$ cat config.mk
export PLATFORM = sky130hd
export DESIGN_NAME = tri_axi_packer
export DESIGN_NICKNAME = d
export VERILOG_FILES = /design/src/rtl/tri_axi_packer.sv
export SDC_FILE = /design/constraint.sdc
export NUM_CORES = 1
export LEC_CHECK = 0
export ABC_AREA = 1
export CAP_MARGIN = 0
export CORE_ASPECT_RATIO = 0.8
export CORE_MARGIN = 5
export CORE_UTILIZATION = 30
export CTS_CLUSTER_DIAMETER = 60
export CTS_CLUSTER_SIZE = 14
export DETAILED_ROUTE_END_ITERATION = 6
export DONT_BUFFER_PORTS = 1
export GPL_TIMING_DRIVEN = 1
export SYNTH_ARGS = -nofsm -noshare
export SYNTH_HDL_FRONTEND = slang
export SYNTH_SLANG_ARGS = --single-unit
$ cat constraint.sdc
create_clock -name axi_aclk -period 2.7 [get_ports axi_aclk]
set_input_delay 0.54 -clock axi_aclk [delete_from_list [all_inputs] [get_ports axi_aclk]]
set_output_delay 0.54 -clock axi_aclk [all_outputs]
set_load 0.02 [all_outputs]
$ cat src/rtl/tri_axi_packer.sv
// AXI4-Lite write slave that gathers six words per triangle into shadow
// registers and commits the 192-bit record to a valid/ready output slot.
module tri_axi_packer #(
   parameter int unsigned C_AXI_DATA_WIDTH = 32,
   parameter int unsigned C_AXI_ADDR_WIDTH = 14
) (
   input  logic                          axi_aclk,
   input  logic                          axi_aresetn,
   input  logic [C_AXI_ADDR_WIDTH-1:0]   axi_awaddr,
   input  logic                          axi_awvalid,
   output logic                          axi_awready,
   input  logic [C_AXI_DATA_WIDTH-1:0]   axi_wdata,
   input  logic                          axi_wvalid,
   output logic                          axi_wready,
   output logic [1:0]                    axi_bresp,
   output logic                          axi_bvalid,
   input  logic                          axi_bready,
   output logic [6*C_AXI_DATA_WIDTH-1:0] tri_data,
   output logic                          tri_valid,
   input  logic                          tri_ready,
   output logic [15:0]                   tri_count,
   output logic                          busy
);

   localparam int unsigned DW = C_AXI_DATA_WIDTH;

   typedef enum logic [1:0] {StIdle, StWrite, StStall, StResp} state_e;

   state_e              state_q, state_d;
   logic                aw_held_q, w_held_q;
   logic [2:0]          idx_q;
   logic [DW-1:0]       wdata_q;
   logic [4:0][DW-1:0]  shadow_q;
   logic [6*DW-1:0]     tri_data_q;
   logic                tri_valid_q;
   logic [15:0]         tri_count_q;
   logic [1:0]          bresp_q;
   logic                aw_hs, w_hs, slot_full, commit;
   logic                unused_addr_bits;

   // Only the word index is decoded; the remaining address bits are don't-care.
   assign unused_addr_bits = ^{axi_awaddr[C_AXI_ADDR_WIDTH-1:5], axi_awaddr[1:0]};

   assign aw_hs     = axi_awvalid & axi_awready;
   assign w_hs      = axi_wvalid & axi_wready;
   assign slot_full = tri_valid_q & ~tri_ready;
   // A commit either goes straight in, or waits in StStall for the slot to drain.
   assign commit    = ((state_q == StWrite) && (idx_q == 3'd5) && !slot_full) ||
                      ((state_q == StStall) && tri_ready);

   assign axi_bresp = bresp_q;
   assign tri_data  = tri_data_q;
   assign tri_valid = tri_valid_q;
   assign tri_count = tri_count_q;

   // State register
   always_ff @(posedge axi_aclk or negedge axi_aresetn) begin
      if (!axi_aresetn) begin
         state_q <= StIdle;
      end else begin
         state_q <= state_d;
      end
   end

   // Next-state logic
   always_comb begin
      state_d = state_q;
      unique case (state_q)
         StIdle:  if ((aw_held_q | aw_hs) && (w_held_q | w_hs)) state_d = StWrite;
         StWrite: state_d = ((idx_q == 3'd5) && slot_full) ? StStall : StResp;
         StStall: if (tri_ready) state_d = StResp;
         StResp:  if (axi_bready) state_d = StIdle;
         default: state_d = StIdle;
      endcase
   end

   // Handshake and status outputs
   always_comb begin
      axi_awready = 1'b0;
      axi_wready  = 1'b0;
      axi_bvalid  = 1'b0;
      busy        = 1'b0;
      unique case (state_q)
         StIdle: begin
            axi_awready = ~aw_held_q;
            axi_wready  = ~w_held_q;
         end
         StStall: busy       = 1'b1;
         StResp:  axi_bvalid = 1'b1;
         default: ;
      endcase
   end

   // Address/data capture; AW and W may arrive in either order
   always_ff @(posedge axi_aclk or negedge axi_aresetn) begin
      if (!axi_aresetn) begin
         aw_held_q <= 1'b0;
         w_held_q  <= 1'b0;
         idx_q     <= '0;
         wdata_q   <= '0;
      end else begin
         if (aw_hs) begin
            aw_held_q <= 1'b1;
            idx_q     <= axi_awaddr[4:2];
         end
         if (w_hs) begin
            w_held_q <= 1'b1;
            wdata_q  <= axi_wdata;
         end
         if ((state_q == StResp) && axi_bready) begin
            aw_held_q <= 1'b0;
            w_held_q  <= 1'b0;
         end
      end
   end

   // Shadow registers, write response code and the output record slot
   always_ff @(posedge axi_aclk or negedge axi_aresetn) begin
      if (!axi_aresetn) begin
         shadow_q    <= '0;
         bresp_q     <= 2'b00;
         tri_data_q  <= '0;
         tri_valid_q <= 1'b0;
         tri_count_q <= '0;
      end else begin
         if (state_q == StWrite) begin
            bresp_q <= (idx_q[2:1] == 2'b11) ? 2'b10 : 2'b00;
            for (int i = 0; i < 5; i++) begin
               if (idx_q == 3'(i)) shadow_q[i] <= wdata_q;
            end
         end
         // A drain and a commit on the same edge keep the slot occupied.
         if (commit) begin
            tri_data_q  <= {wdata_q, shadow_q};
            tri_valid_q <= 1'b1;
            tri_count_q <= tri_count_q + 16'd1;
         end else if (tri_valid_q && tri_ready) begin
            tri_valid_q <= 1'b0;
         end
      end
   end

endmodule

# Word level (Yosys, flattened, before mapping)
# Index checks and enable logic that the tools add are counted.
# classes
n_addsub,1
multipliers,0
n_div,0
n_lt_le_gt_ge,0
eq_ne,12
shifts,0
mux,16
n_bitwise,8
reduce_logical,20
# op_table
cell,n
"16-bit by 1-bit adder with 16-bit output, second input constant",1
1-bit two-way mux,11
2-bit AND reduction,5
2-bit two-way mux,4
2-bit one-hot mux with 4 select lines,1
1-bit logical AND,7
"2-bit == test, second input constant",3
"3-bit by 2-bit == test with 1-bit output, second input constant",2
"3-bit == test, second input constant",2
"2-bit != test, second input constant",3
2-bit nonzero test,3
1-bit bitwise AND,3
"3-bit by 1-bit == test with 1-bit output, second input constant",1
3-bit zero test,1
1-bit NOT,3
3-bit AND reduction,1
"2-bit by 1-bit == test with 1-bit output, second input constant",1
2-bit zero test,1
1-bit OR,2
1-bit zero test,1
1-bit logical OR,1
# word_totals
reg_bits,410
latchBits,0
mem_bits_rw,0
mem_bits_ro,0
inputBits,52
output_inout_bits,215
word_cells,71
n_memories,0

# Logic depth before layout (Yosys ltp)
# logic_depth
word_depth,7
ltp_mapped,11
depth_no_buf,10

# Worst setup path after synthesis
# Ideal clock, no wire load.
# synth_timing
kind,flip-flop to output port
start,register state_q[0]
end,output port axi_awready
t_arrival_ns,1.079
required_time_ns,2.160
slack_ns,1.081
stages_incl_launch_ff,5
n_path_buf,0
cell_sequence,dfrtp_1 > inv_1 > ha_1 > inv_1 > nor2_1
# synth_via
elab_chain_len,2
# synth_rtl
element,line_no,text
from (decl),29,"state_e state_q, state_d;"
from (signal assigned),59,state_q <= StIdle;
from (signal assigned),61,state_q <= state_d;
2-bit zero test,83,unique case (state_q)
1-bit two-way mux,83,
to (decl),11,"output logic axi_awready,"
# Every way passes these cells.

# Worst setup path after layout
# Same ends and word-level chain as after synthesis.

==> results.py <==
metrics = {
    "global_routing": {
        "grt_max_degree": 410,
        "grt_overflow_total": 0,
        "grt_pass1_wl_mm": 61.7,
        "grt_pass1_vias": 10400,
        "grtUsageTotal_pct": 13.7,
        "antenna_found_initial": 1,
    },
    "power": {
        "cellPowerDensity_nw_per_um2": 1300,
        "seq_power_share_pct": 55.4,
        "vdd_drop_max_uv": 653,
        "comb_power_share_pct": 21.7,
        "intPower_mw": 13.3,
        "power.total_mw": 22.2,
        "power.switching_mw": 8.96,
        "p_sw_share_pct": 40.3,
        "power_leakage_nw": 8.69,
        "pwr-share-clk_pct": 22.8,
    },
    "die": {
        "io_pins": 267,
        "coreArea_um2": 50900,
        "dieArea_um2": 56000,
        "die_w_um": 263,
        "row_count": 74,
        "initial_utilization_pct": 30.3,
        "die_h_um": 213,
    },
    "route": {
        "drt_wl_total_mm": 39.3,
        "drtAntennaViolNets": 0,
        "drt_iter0_drc": 923,
        "route.vias.total": 10500,
        "drc_errors": 0,
        "vias_per_cell": 4.59,
        "drt_pass1_iterations": 5,
        "wl_per_cell_um": 17.1,
    },
    "worst_setup_path": {
        "cp-start-kind": "flop",
        "ff2ff_setup_slack_ns": 0.37,
        "worst_ep_arrival_time_ns": 1.95,
        "rr_endpoint": "tri_data[3]",
        "r2r_start": "state_q[0]",
        "end_kind": "output port",
        "crit_fanout": 5,
        "crit_type": "reg2out",
        "rr_worst_depth": 8,
        "required_ns": 2.16,
    },
    "sta": {
        "max_slew_margin_pct": 48.9,
        "post-route-min-period_ns": 2.49,
        "slew_viol_final": 0,
        "clock-skew-final_ns": 0.00972,
        "rsz0062_at_grt": "false",
        "hold_viol_final": 409,
        "min_period_over_period_pct": 92.2,
        "tightest_slew_ns": 0.767,
        "setup_viol": 0,
        "setup_tns_ns": 0,
        "fmax_ghz": 0.402,
        "hold-worst-slack_ns": -0.292,
    },
    "clock_network": {
        "clk_root_buffer_cell": "clkbuf_16",
        "cts_tree": "built",
        "cts.reportedPaths.clkPinSlew_ns": 0.07,
        "cts.sink_count": 409,
        "cts_buffers": 37,
        "clk-insertion-delay-late_ns": 0.53,
        "cts_resized": 0,
        "htree_num_levels": 2,
        "cts_buffer_depth": 3,
        "post_cts_buffers": 0,
    },
    "finish": {
        "final_layout_size_suffix_gt1_share_pct": 4.85,
        "n_fill_cell": 5246,
        "regArea_um2": 10200,
        "multi_input_area_um2": 4530,
        "nets": 1658,
        "area.growth.synth_to_final_pct": 11.4,
    },
    "run_status": {
        "violations": "negative hold slack",
        "status": "finished, violations left",
    },
    "synthesis": {
        "syn_nets": 1683,
        "yosys.area.top_type": "dfrtp_1",
        "synthTopCellsByArea": "dfrtp_1 66%, nand2_1 18%, o21ai_0 6.5%, buf_4 1.6%, nor2_1 1.4%",
        "yosysSeqAreaShare_pct": 66.4,
        "synth_cell_types": 25,
        "synth_area_per_cell_um2": 9.49,
        "synth_seq_cells": 409,
        "synth_area_um2": 15400,
        "yosysTopAreaCellShare_pct": 66.4,
        "yosys_warnings": 0,
        "syn_inst": 1625,
    },
    "place": {
        "place_hpwl_mm": 24.7,
        "port_buffers": 0,
        "gp_congestion": 0.783,
    },
    "flow_run": {
        "drv_cap": 0,
    },
    "hold_path": {
        "hold_path.class": "in2async",
    },
}
==> cells by family (layout without fill, tap and decap cells) <==
| kind of cell | Yosys count | count (layout) | synth area share (%) |
|---|---|---|---|
| other cells | 1 | 2 | 0.0243 |
| simple gates | 825 | 825 | 20.5 |
| fa+ha+maj | 6 | 6 | 0.487 |
| mux | 1 | 1 | 0.0731 |
| xor+xnor | 6 | 6 | 0.341 |
| compound gates | 239 | 239 | 7.76 |
| flops | 409 | 409 | 66.4 |
| buf+inv | 138 | 121 | 4.44 |
==> worst max-delay path, stage by stage (launching register included) <==
cell     delay, ns
dfrtp_1       0.43
inv_1         0.15
ha_1          0.32
inv_1         0.10
nor2_1        0.43
==> metrics by stage <==
stage	hold WS, ns	instance area [um2]	std cells	setup slack (ns)	util [%]
2_1_floorplan	0.244	15400	1625	1.08	-
3_3_place_gp	0.265	16100	2245	0.464	31.6
3_5_place_dp	0.260	16100	2245	0.362	31.6
4_1_cts	-0.330	17200	2292	0.162	33.7
5_1_grt	-0.329	17200	2292	0.0708	33.7
6_report	-0.292	17200	2293	0.210	33.7
==> placed cells by master, fill, tap and decap left out, drive strengths merged <==
cell type	netlist	final
clkinv	0	4
o21ai	200	200
nand2	750	750
buf	57	18
xnor2	4	4
clkbuf	25	38
mux2	1	1
ha	6	6
conb	1	1
nand3	11	11
nor2	59	59
diode	0	1
a21oi	39	39
inv	56	57
dfrtp	409	409
xor2	2	2
bufinv	0	4
nand4	5	5
==> flip-flops by register name, indices dropped and copies added, names as in the netlist <==
| name | cells |
|---|---|
| tri_valid | 1 |
| wdata_q | 32 |
| state_q | 2 |
| aw_held_q | 1 |
| tri_count | 16 |
| idx_q | 3 |
| tri_data | 192 |
| w_held_q | 1 |
| shadow_q | 160 |
| axi_bresp | 1 |
==> cells in the mapped netlist (all sizes together) <==
cell,n
dfrtp,409
xor2,2
nand4,5
conb,1
inv,56
nand2,750
o21ai,200
buf,57
ha,6
a21oi,39
clkbuf,25
mux2,1
nor2,59
xnor2,4
nand3,11
==> how the worst max path moves through the flow <==
stage	from	end	slack (ns)	depth (start not counted)
after detailed placement	state_q[0]	tri_data[3]	0.36	8
final	state_q[0]	axi_awready	0.21	4
after floorplan	state_q[0]	axi_awready	1.08	4
after CTS	state_q[0]	axi_awready	0.16	4
after global routing	state_q[0]	axi_awready	0.07	4
after global placement	state_q[0]	tri_data[2]	0.46	8
==> power by group through the flow <==
stage	logic [mW]	registers (mW)	clock network, mW
floorplan	3.75	11.7	0
global placement	4.73	12.4	0
detailed placement	4.97	12.4	0
CTS	4.98	12.4	5.30
global route	5.68	12.7	5.52
finish	4.84	12.3	5.08
==> per-layer routing <==
| layer | global-route usage [%] | share of wire [%] | vias to the layer above |
|---|---|---|---|
| met1 | 18.1 | 43 | 5158 |
| met4 | 3.35 | 1.9 | 2 |
| li1 | - | - | 5011 |
| met3 | 5.93 | 10 | 54 |
| met5 | 0 | 0.018 | - |
| met2 | 21.2 | 45 | 292 |
==> final cells by class <==
cell class	count	share of cell area [%]
antenna	1	0.0146
clock buffer	38	5.47
clock inverter	9	0.882
inverter	56	1.25
multi-input combinational	1078	26.4
sequential	409	59.6
tap	684	4.99
timing repair buffer	18	1.37
No activity file was read; power rests on OpenSTA's default activity.
